`src/rtl/status_read_ctrl_pkg.sv`:
```
`default_nettype none
// ============================================================================
// Module      : status_read_ctrl_pkg
// Description : Shared FSM encodings and address-map constants for the
//               status register read sequencer.
// Revision    : 1.0 - initial release
// ============================================================================
package status_read_ctrl_pkg;

    localparam int c_n_regs     = 19;
    localparam int c_addr_w     = 6;
    localparam int c_snap_base  = 32;
    localparam int c_ts_lsb_idx = 11;
    localparam int c_ts_msb_idx = 12;

    localparam logic [1:0] c_st_idle = 2'd0;
    localparam logic [1:0] c_st_dec  = 2'd1;
    localparam logic [1:0] c_st_resp = 2'd2;
    localparam logic [1:0] c_st_hold = 2'd3;

endpackage
`default_nettype wire

```
`src/rtl/status_snapshot_ram.sv`:
```
`default_nettype none
// ============================================================================
// Module      : status_snapshot_ram
// Description : N_REGS x 32 capture array, loaded from all live words in one
//               cycle, with a registered read port.
// Revision    : 1.0 - initial release
// ============================================================================
module status_snapshot_ram #(
    parameter int N_REGS = 19,
    parameter int IDX_W  = 5
) (
    input  logic                  clk,
    input  logic                  rst,
    input  logic [N_REGS*32-1:0]  i_status_flat,
    input  logic                  i_cap_en,
    input  logic                  i_rd_en,
    input  logic [IDX_W-1:0]      i_rd_idx,
    output logic [31:0]           o_rd_data
);

    logic [31:0] r_mem [N_REGS];
    logic [31:0] r_rd_data;

    always_ff @(posedge clk or posedge rst) begin
        if (rst) begin
            for (int i = 0; i < N_REGS; i++) r_mem[i] <= '0;
        end else if (i_cap_en) begin
            for (int i = 0; i < N_REGS; i++) r_mem[i] <= i_status_flat[32*i +: 32];
        end
    end

    // Read and capture share an edge, so a coincident read sees the old contents.
    always_ff @(posedge clk or posedge rst) begin
        if (rst)          r_rd_data <= '0;
        else if (i_rd_en) r_rd_data <= r_mem[i_rd_idx];
    end

    assign o_rd_data = r_rd_data;

endmodule
`default_nettype wire

```
`src/rtl/status_read_ctrl.sv`:
```
`default_nettype none
// ============================================================================
// Module      : status_read_ctrl
// Description : IPbus read sequencer for the status register file with
//               coherent timestamp pair reads and a frozen snapshot copy.
// Revision    : 1.0 - initial release
// ============================================================================
module status_read_ctrl
    import status_read_ctrl_pkg::*;
#(
    parameter int N_REGS     = c_n_regs,
    parameter int ADDR_W     = c_addr_w,
    parameter int SNAP_BASE  = c_snap_base,
    parameter int TS_LSB_IDX = c_ts_lsb_idx,
    parameter int TS_MSB_IDX = c_ts_msb_idx
) (
    input  logic                  clk,
    input  logic                  reset,
    input  logic [N_REGS*32-1:0]  status_flat,
    input  logic                  snap_req,
    input  logic                  ipb_strobe,
    input  logic                  ipb_write,
    input  logic [ADDR_W-1:0]     ipb_addr,
    output logic [31:0]           ipb_rdata,
    output logic                  ipb_ack,
    output logic                  ipb_err,
    output logic                  snap_valid,
    output logic [15:0]           err_count
);

    localparam int IDX_W = $clog2(N_REGS);

    logic [1:0]        r_state;
    logic [1:0]        w_state_nxt;
    logic              w_capture;
    logic              w_dec;
    logic              w_resp;

    logic [ADDR_W-1:0] r_addr;
    logic              r_write;
    logic              r_is_err;
    logic              r_snap_sel;
    logic [31:0]       r_rdata;
    logic [31:0]       r_ts_shadow;
    logic              r_ts_shadow_vld;
    logic              r_snap_valid;
    logic [15:0]       r_err_count;

    logic [31:0]       w_live [N_REGS];
    logic [31:0]       w_addr32;
    logic [IDX_W-1:0]  w_live_idx;
    logic [IDX_W-1:0]  w_snap_idx;
    logic              w_in_live;
    logic              w_in_snap;
    logic              w_ts_lsb_rd;
    logic              w_ts_msb_rd;
    logic [31:0]       w_live_rd;
    logic [31:0]       w_snap_q;

    genvar gi;
    generate
        for (gi = 0; gi < N_REGS; gi++) begin : g_live
            assign w_live[gi] = status_flat[32*gi +: 32];
        end
    endgenerate

    always_ff @(posedge clk or posedge reset) begin
        if (reset) r_state <= c_st_idle;
        else       r_state <= w_state_nxt;
    end

    always_comb begin
        w_state_nxt = r_state;
        case (r_state)
            c_st_idle: if (ipb_strobe)  w_state_nxt = c_st_dec;
            c_st_dec:                   w_state_nxt = c_st_resp;
            c_st_resp:                  w_state_nxt = c_st_hold;
            c_st_hold: if (!ipb_strobe) w_state_nxt = c_st_idle;
            default:                    w_state_nxt = c_st_idle;
        endcase
    end

    always_comb begin
        w_capture = (r_state == c_st_idle) && ipb_strobe;
        w_dec     = (r_state == c_st_dec);
        w_resp    = (r_state == c_st_resp);
        ipb_ack   = w_resp && !r_is_err;
        ipb_err   = w_resp && r_is_err;
    end

    assign w_addr32    = {{(32-ADDR_W){1'b0}}, r_addr};
    assign w_live_idx  = IDX_W'(r_addr);
    assign w_snap_idx  = IDX_W'(r_addr - ADDR_W'(SNAP_BASE));
    assign w_in_live   = !r_write && (w_addr32 < N_REGS);
    assign w_in_snap   = !r_write && (w_addr32 >= SNAP_BASE) && (w_addr32 < SNAP_BASE + N_REGS);
    assign w_ts_lsb_rd = w_dec && w_in_live && (w_live_idx == IDX_W'(TS_LSB_IDX));
    assign w_ts_msb_rd = w_dec && w_in_live && (w_live_idx == IDX_W'(TS_MSB_IDX));

    // An MSB read following an LSB read returns the MSB as it was at LSB time.
    assign w_live_rd = (w_ts_msb_rd && r_ts_shadow_vld) ? r_ts_shadow : w_live[w_live_idx];

    always_ff @(posedge clk or posedge reset) begin
        if (reset) begin
            r_addr          <= '0;
            r_write         <= 1'b0;
            r_is_err        <= 1'b0;
            r_snap_sel      <= 1'b0;
            r_rdata         <= '0;
            r_ts_shadow     <= '0;
            r_ts_shadow_vld <= 1'b0;
            r_snap_valid    <= 1'b0;
            r_err_count     <= '0;
        end else begin
            if (w_capture) begin
                r_addr  <= ipb_addr;
                r_write <= ipb_write;
            end
            if (w_dec) begin
                r_is_err   <= !(w_in_live || w_in_snap);
                r_snap_sel <= w_in_snap && r_snap_valid;
                r_rdata    <= w_in_live ? w_live_rd : 32'd0;
            end
            if (w_ts_lsb_rd) begin
                r_ts_shadow     <= w_live[TS_MSB_IDX];
                r_ts_shadow_vld <= 1'b1;
            end else if (w_ts_msb_rd) begin
                r_ts_shadow_vld <= 1'b0;
            end
            if (snap_req) r_snap_valid <= 1'b1;
            if (ipb_err && (r_err_count != 16'hFFFF)) r_err_count <= r_err_count + 16'd1;
        end
    end

    status_snapshot_ram #(
        .N_REGS (N_REGS),
        .IDX_W  (IDX_W)
    ) u_snapshot (
        .clk           (clk),
        .rst           (reset),
        .i_status_flat (status_flat),
        .i_cap_en      (snap_req),
        .i_rd_en       (w_dec && w_in_snap),
        .i_rd_idx      (w_snap_idx),
        .o_rd_data     (w_snap_q)
    );

    assign ipb_rdata  = ipb_ack ? (r_snap_sel ? w_snap_q : r_rdata) : 32'd0;
    assign snap_valid = r_snap_valid;
    assign err_count  = r_err_count;

endmodule
`default_nettype wire

```
`config.mk`:
```
export PLATFORM = sky130hd
export DESIGN_NAME = status_read_ctrl
export DESIGN_NICKNAME = d
export VERILOG_FILES = /design/src/rtl/status_read_ctrl_pkg.sv /design/src/rtl/status_snapshot_ram.sv /design/src/rtl/status_read_ctrl.sv
export SDC_FILE = /design/constraint.sdc
export NUM_CORES = 2
export LEC_CHECK = 0
export ABC_AREA = 1
export CAP_MARGIN = 0
export CELL_PAD_IN_SITES_DETAIL_PLACEMENT = 0
export CELL_PAD_IN_SITES_GLOBAL_PLACEMENT = 1
export CORE_MARGIN = 5
export CORE_UTILIZATION = 42
export DETAILED_ROUTE_END_ITERATION = 8
export PLACE_DENSITY_LB_ADDON = 0.12
export REMOVE_ABC_BUFFERS = 1
export SLEW_MARGIN = 10
export SYNTH_ARGS = -nofsm -noshare
export SYNTH_HDL_FRONTEND = slang
export SYNTH_SLANG_ARGS = --single-unit
```
`constraint.sdc`:
```
create_clock -name clk -period 59 [get_ports clk]
set_clock_uncertainty 0.05 [all_clocks]
set_input_delay 8.85 -clock clk [delete_from_list [all_inputs] [get_ports clk]]
set_output_delay 8.85 -clock clk [all_outputs]
set_load 0.02 [all_outputs]
```
-- Word level (Yosys, flattened, before mapping)
Cells that the tools add are included.
- register bits after elaboration: 733
- input bits: 619
- output and inout bits: 51
- logic and storage cells: 82
- $add $sub $neg: 2
- order comparisons: 5
- equal/unequal tests: 8
- multiplexer cells: 15
- bitwise logic cells: 2
- reductions and logical operators: 20
- operators by type and width (operator ; count):
    binary-select mux 32 bit (select 5 bit) ; 2
    2-to-1 mux 32 bit ; 8
    greater-or-equal comparator 6 bit, second input constant ; 3
    adder 16 x 1 -> 16 bit, second input constant ; 1
    != test 16 bit, second input constant ; 1
    logical AND 1 bit ; 13
    NOT 5 -> 6 bit ; 2
    equality test 5 x 4 -> 1 bit, second input constant ; 2
    case mux 2 bit (4 select lines) ; 1
    < comparator 6 x 5 -> 1 bit, second input constant ; 1
    < comparator 6 bit, second input constant ; 1
    subtractor 5 x 1 -> 5 bit, second input constant ; 1
    equality test 2 bit, second input constant ; 2
    2-to-1 mux 2 bit ; 2
    != test 2 bit, second input constant ; 2
    zero test 1 bit ; 3
    equality test 2 x 1 -> 1 bit, second input constant ; 1
    zero test 2 bit ; 1
    2-to-1 mux 1 bit ; 2
    AND reduction 2 bit ; 1
    nonzero test 2 bit ; 1
    logical OR 1 bit ; 1

-- Longest topological paths before layout
- depth after elaboration: 7
- depth in mapped cells: 14

-- Cells and area by module
Synthesis repeated with hierarchy kept, for this count alone.
- cells, all modules: 6409
- area, all modules: 42480.7 µm²
- by module, submodules not included (module ; instances ; cells an instance ; area an instance (µm²) ; seq. area each (µm²)):
    status_snapshot_ram ; 1 ; 3983 ; 30503.0 ; 16015.4
    status_read_ctrl ; 1 ; 2426 ; 11977.7 ; 2327.2

-- Worst setup path after synthesis
No wires, ideal clock.
- kind: flip-flop to output port
- start: register r_state[0]
- end: output ipb_rdata[22]
- arrival time: 1674 ps
- path slack: 48426 ps
- stages on the path, launching flop included: 8
- cells stage by stage: dfrtp_1 -> inv_1 -> ha_1 -> nand2_1 -> inv_1 -> clkbuf_1 -> o21ai_0 -> a21oi_1
- longest elaborated chain between the ends: 3
- RTL lines (what ; RTL line ; text):
    start: declaration ; status_read_ctrl.sv:33 ; logic [1:0] r_state;
    start signal: assignment ; status_read_ctrl.sv:68 ; if (reset) r_state <= c_st_idle;
    start signal: assignment ; status_read_ctrl.sv:69 ; else r_state <= w_state_nxt;
    equality test 2 bit ; status_read_ctrl.sv:86 ; w_resp = (r_state == c_st_resp);
    logical AND 1 bit ; status_read_ctrl.sv:87 ; ipb_ack = w_resp && !r_is_err;
    net ipb_ack ; status_read_ctrl.sv:25 ; output logic ipb_ack,
    2-to-1 mux 32 bit ; status_read_ctrl.sv:147 ; assign ipb_rdata = ipb_ack ? (r_snap_sel ? w_snap_q : r_rdata) : 32'd0;
    end: declaration ; status_read_ctrl.sv:24 ; output logic [31:0] ipb_rdata,
The timed path passes the listed nets, and every way through them passes these cells.

-- Worst setup path in the final report
- start: register r_state[0]
- end: output ipb_rdata[19]
- longest elaborated chain between the ends: 3
- RTL lines (what ; RTL line):
    equality test 2 bit ; status_read_ctrl.sv:86
    logical AND 1 bit ; status_read_ctrl.sv:87
    2-to-1 mux 32 bit ; status_read_ctrl.sv:147
No other way between the ends.

==> results.sh <==
export IMPL_synth_cell_types=43
export IMPL_htree_levels=3
export IMPL_ys_warn_count=0
export IMPL_placeableCoreArea_um2=94900
export IMPL_syn_inst=5711
export IMPL_reg2reg_depth=10
export IMPL_vias=39700
export IMPL_crit_slowest_cell="clkdlybuf4s50_1"
export IMPL_routed_via_density=5.31
export IMPL_post_cts_setup_buffers=0
export IMPL_layout_drive_gt1_share_pct=4.86
export IMPL_grt_use_total_pct=31.1
export IMPL_status="completed"
export IMPL_die_y_um=319
export IMPL_initial_core_util_pct=42.2
export IMPL_clk_latency_ps=650
export IMPL_yosysTopAreaCell="dfrtp_1"
export IMPL_cts_resized=0
export IMPL_whs_ps=418
export IMPL_m1WireLength_mm=69.2
export IMPL_yosysSeqAreaShare_pct=45.8
export IMPL_crit_chain="inv_1 > ha_1 > nand2_1 > inv_2 > buf_4 > o21ai_0 > a21oi_1 > clkdlybuf4s50_1"
export IMPL_layout_min_cycle_time_ps=12240
export IMPL_grt_max_degree=173
export IMPL_die_x_um=319
export IMPL_crit_path_end_kind="output port"
export IMPL_crit_type="flip-flop to output port"
export IMPL_hold_violations=0
export IMPL_synth_ff_type="dfrtp_1"
export IMPL_rsz0062_at_grt="false"
export IMPL_rows=113
export IMPL_top_layer="met5"
export IMPL_dr_wl_met3_mm=11.9
export IMPL_ys_async_sr_fraction_pct=100
export IMPL_remaining_drc_errors=0
export IMPL_maxSlewHeadroom_pct=21.3
export IMPL_ys_top_cells_by_area="dfrtp_1 46%, nand2_1 21%, o21ai_0 6.7%"
export IMPL_fmax_mhz=81.7
export IMPL_critPathMaxStageDelay_ps=710
export IMPL_p_per_area_nw_per_um2=40.1
export IMPL_start_kind="flip-flop"
export IMPL_min_path_type="flip-flop to flip-flop"
export IMPL_clk_pin_slew_ps=60
export IMPL_drv_slew=0
export IMPL_ant_nets=0
export IMPL_cts_sinks=733
export IMPL_wl_mm=164
export IMPL_dr_wl_met2_mm=77.5
export IMPL_wl_per_cell_um=21.9
export IMPL_dr_pass1_iters=6
export IMPL_globalRouteOverflowTotal=0
export IMPL_crit_fanout=33
export IMPL_drtIter0Drc=3980
export IMPL_synth_commonest_cells="2230 x nand2_1, 733 x dfrtp_1, 535 x o21ai_0"
export IMPL_area_growth_pct=24.8
export IMPL_clock_root_buffer="clkbuf_16"
export IMPL_place_hpwl_mm=102
export IMPL_cts_made_buffers=86
export IMPL_setup_viol=0
export IMPL_portBuffers=669
export IMPL_vdd_drop_max_mv=0.0479
export IMPL_grt_pass1_wl_mm=244
export IMPL_netlist_area_leader_share_pct=45.8
export IMPL_worstPathRequired_ps=50100
export IMPL_netlist_area_um2=40100
export IMPL_finalCritPeriodShare_pct=20.7
export IMPL_arrival_ps=3340
export IMPL_avgSynthCellArea_um2=7.02
export IMPL_cts_buffer_depth=3
export IMPL_first_global_vias=38200
export IMPL_num_io_pins=670
export IMPL_finalInstanceArea_um2=50000
export IMPL_dpl_cell_area_um2=47100
export IMPL_antenna_found_initial=32
export IMPL_routabilityCongestion=0.829
export IMPL_final_nets=6756
export IMPL_worstMarginPinSlew_ps=1180
export IMPL_fin_tns_setup_ps=0
export IMPL_synth_most_common_cell="nand2_1"
export IMPL_fp_dieArea_um2=102000
export IMPL_min_path_cells=2
export IMPL_ctsHoldBuffers=0
export IMPL_drv_cap=0
export IMPL_synth_edf_count=0
export IMPL_ys_seq_elements=733
export IMPL_leakage_nw=24.5
export IMPL_ff2ff_setup_slack_ps=53800
export IMPL_cts_tree="done"
-- worst paths after layout --
path,startpoint,end
hold reg to reg,u_snapshot.r_mem[485],u_snapshot.r_mem[485]
setup / recovery,r_state[0],ipb_rdata[19]
setup reg to reg,r_addr[3],r_rdata[27]
max in group asynchronous,reset,u_snapshot.r_mem[524]
min in group asynchronous,reset,u_snapshot.r_mem[558]
hold / removal,u_snapshot.r_mem[485],u_snapshot.r_mem[485]
-- registers in the layout, summed over array words and instances (netlist names) --
name,count
r_addr,6
err_count,16
snap_valid,1
u_snapshot.r_mem,608
r_ts_shadow,32
r_write,1
r_rdata,32
u_snapshot.o_rd_data,32
r_is_err,1
r_ts_shadow_vld,1
r_state,2
r_snap_sel,1
-- stage by stage --
stage / power [mW] / worst slack, ps / std cells / util, %
4_1_cts: 2.01 / 46760 / 7456 / 52.6
5_1_grt: 2.12 / 46660 / 7473 / 52.7
3_5_place_dp: 1.45 / 46410 / 7308 / 49.6
2_1_floorplan: 1.13 / 29530 / 5323 / -
3_3_place_gp: 1.45 / 46470 / 7308 / 49.6
6_report: 2.00 / 46760 / 7480 / 52.7
-- routing by layer --
| metal | global-route usage (%) | vias up |
|---|---|---|
| li1 | - | 18900 |
| met1 | 42.0 | 19000 |
| met2 | 51.3 | 1545 |
| met3 | 5.57 | 258 |
| met4 | 9.71 | 18 |
| met5 | 0 | - |
-- kinds of logic after synthesis --
logic type | after synthesis | share of synthesized area (%)
flops | 733 | 45.8
fa+ha+maj | 6 | 0.187
mux | 2 | 0.0562
xor+xnor | 12 | 0.262
compound gates | 1089 | 15.2
simple gates | 2928 | 28.8
buf+inv | 941 | 9.65
-- layout make-up --
type | count | area [µm²]
clock buffer | 122 | 2540
inverter | 553 | 2120
fill | 9563 | 44900
multi-input combinational | 4037 | 17900
tap | 1265 | 1580
antenna | 24 | 60.1
sequential | 733 | 18400
timing repair buffer | 720 | 7110
clock inverter | 26 | 312
-- worst max-delay path, delay by kind of cell, from the launching register on --
family | cells | cell delay [ps]
adders and majority gates | 1 | 200
DFF | 1 | 400
buffers and inverters | 4 | 1400
AOI/OAI and AO/OA | 2 | 600
and+or+nand+nor | 1 | 70
-- cell usage in the layout (no fill, tap or decap), drive strengths merged, types with 28 or more instances in the layout --
cell	Yosys	layout
nand3	218	218
o21ai	542	542
nor2	394	394
o22ai	45	45
inv	551	549
or2	37	37
o211ai	124	124
nand4	34	34
dfrtp	733	733
clkbuf	186	122
clkdlybuf4s50	0	668
a21oi	282	282
nand2	2233	2233
buf	202	52
a31oi	50	50
a22oi	28	28
-- report_power, final --
group	total (mW)	internal (mW)	switching (mW)
Sequential	0.621	0.566	0.0550
Combinational	0.833	0.248	0.585
Clock	0.549	0.328	0.221
(Power assumes the default switching activity.)
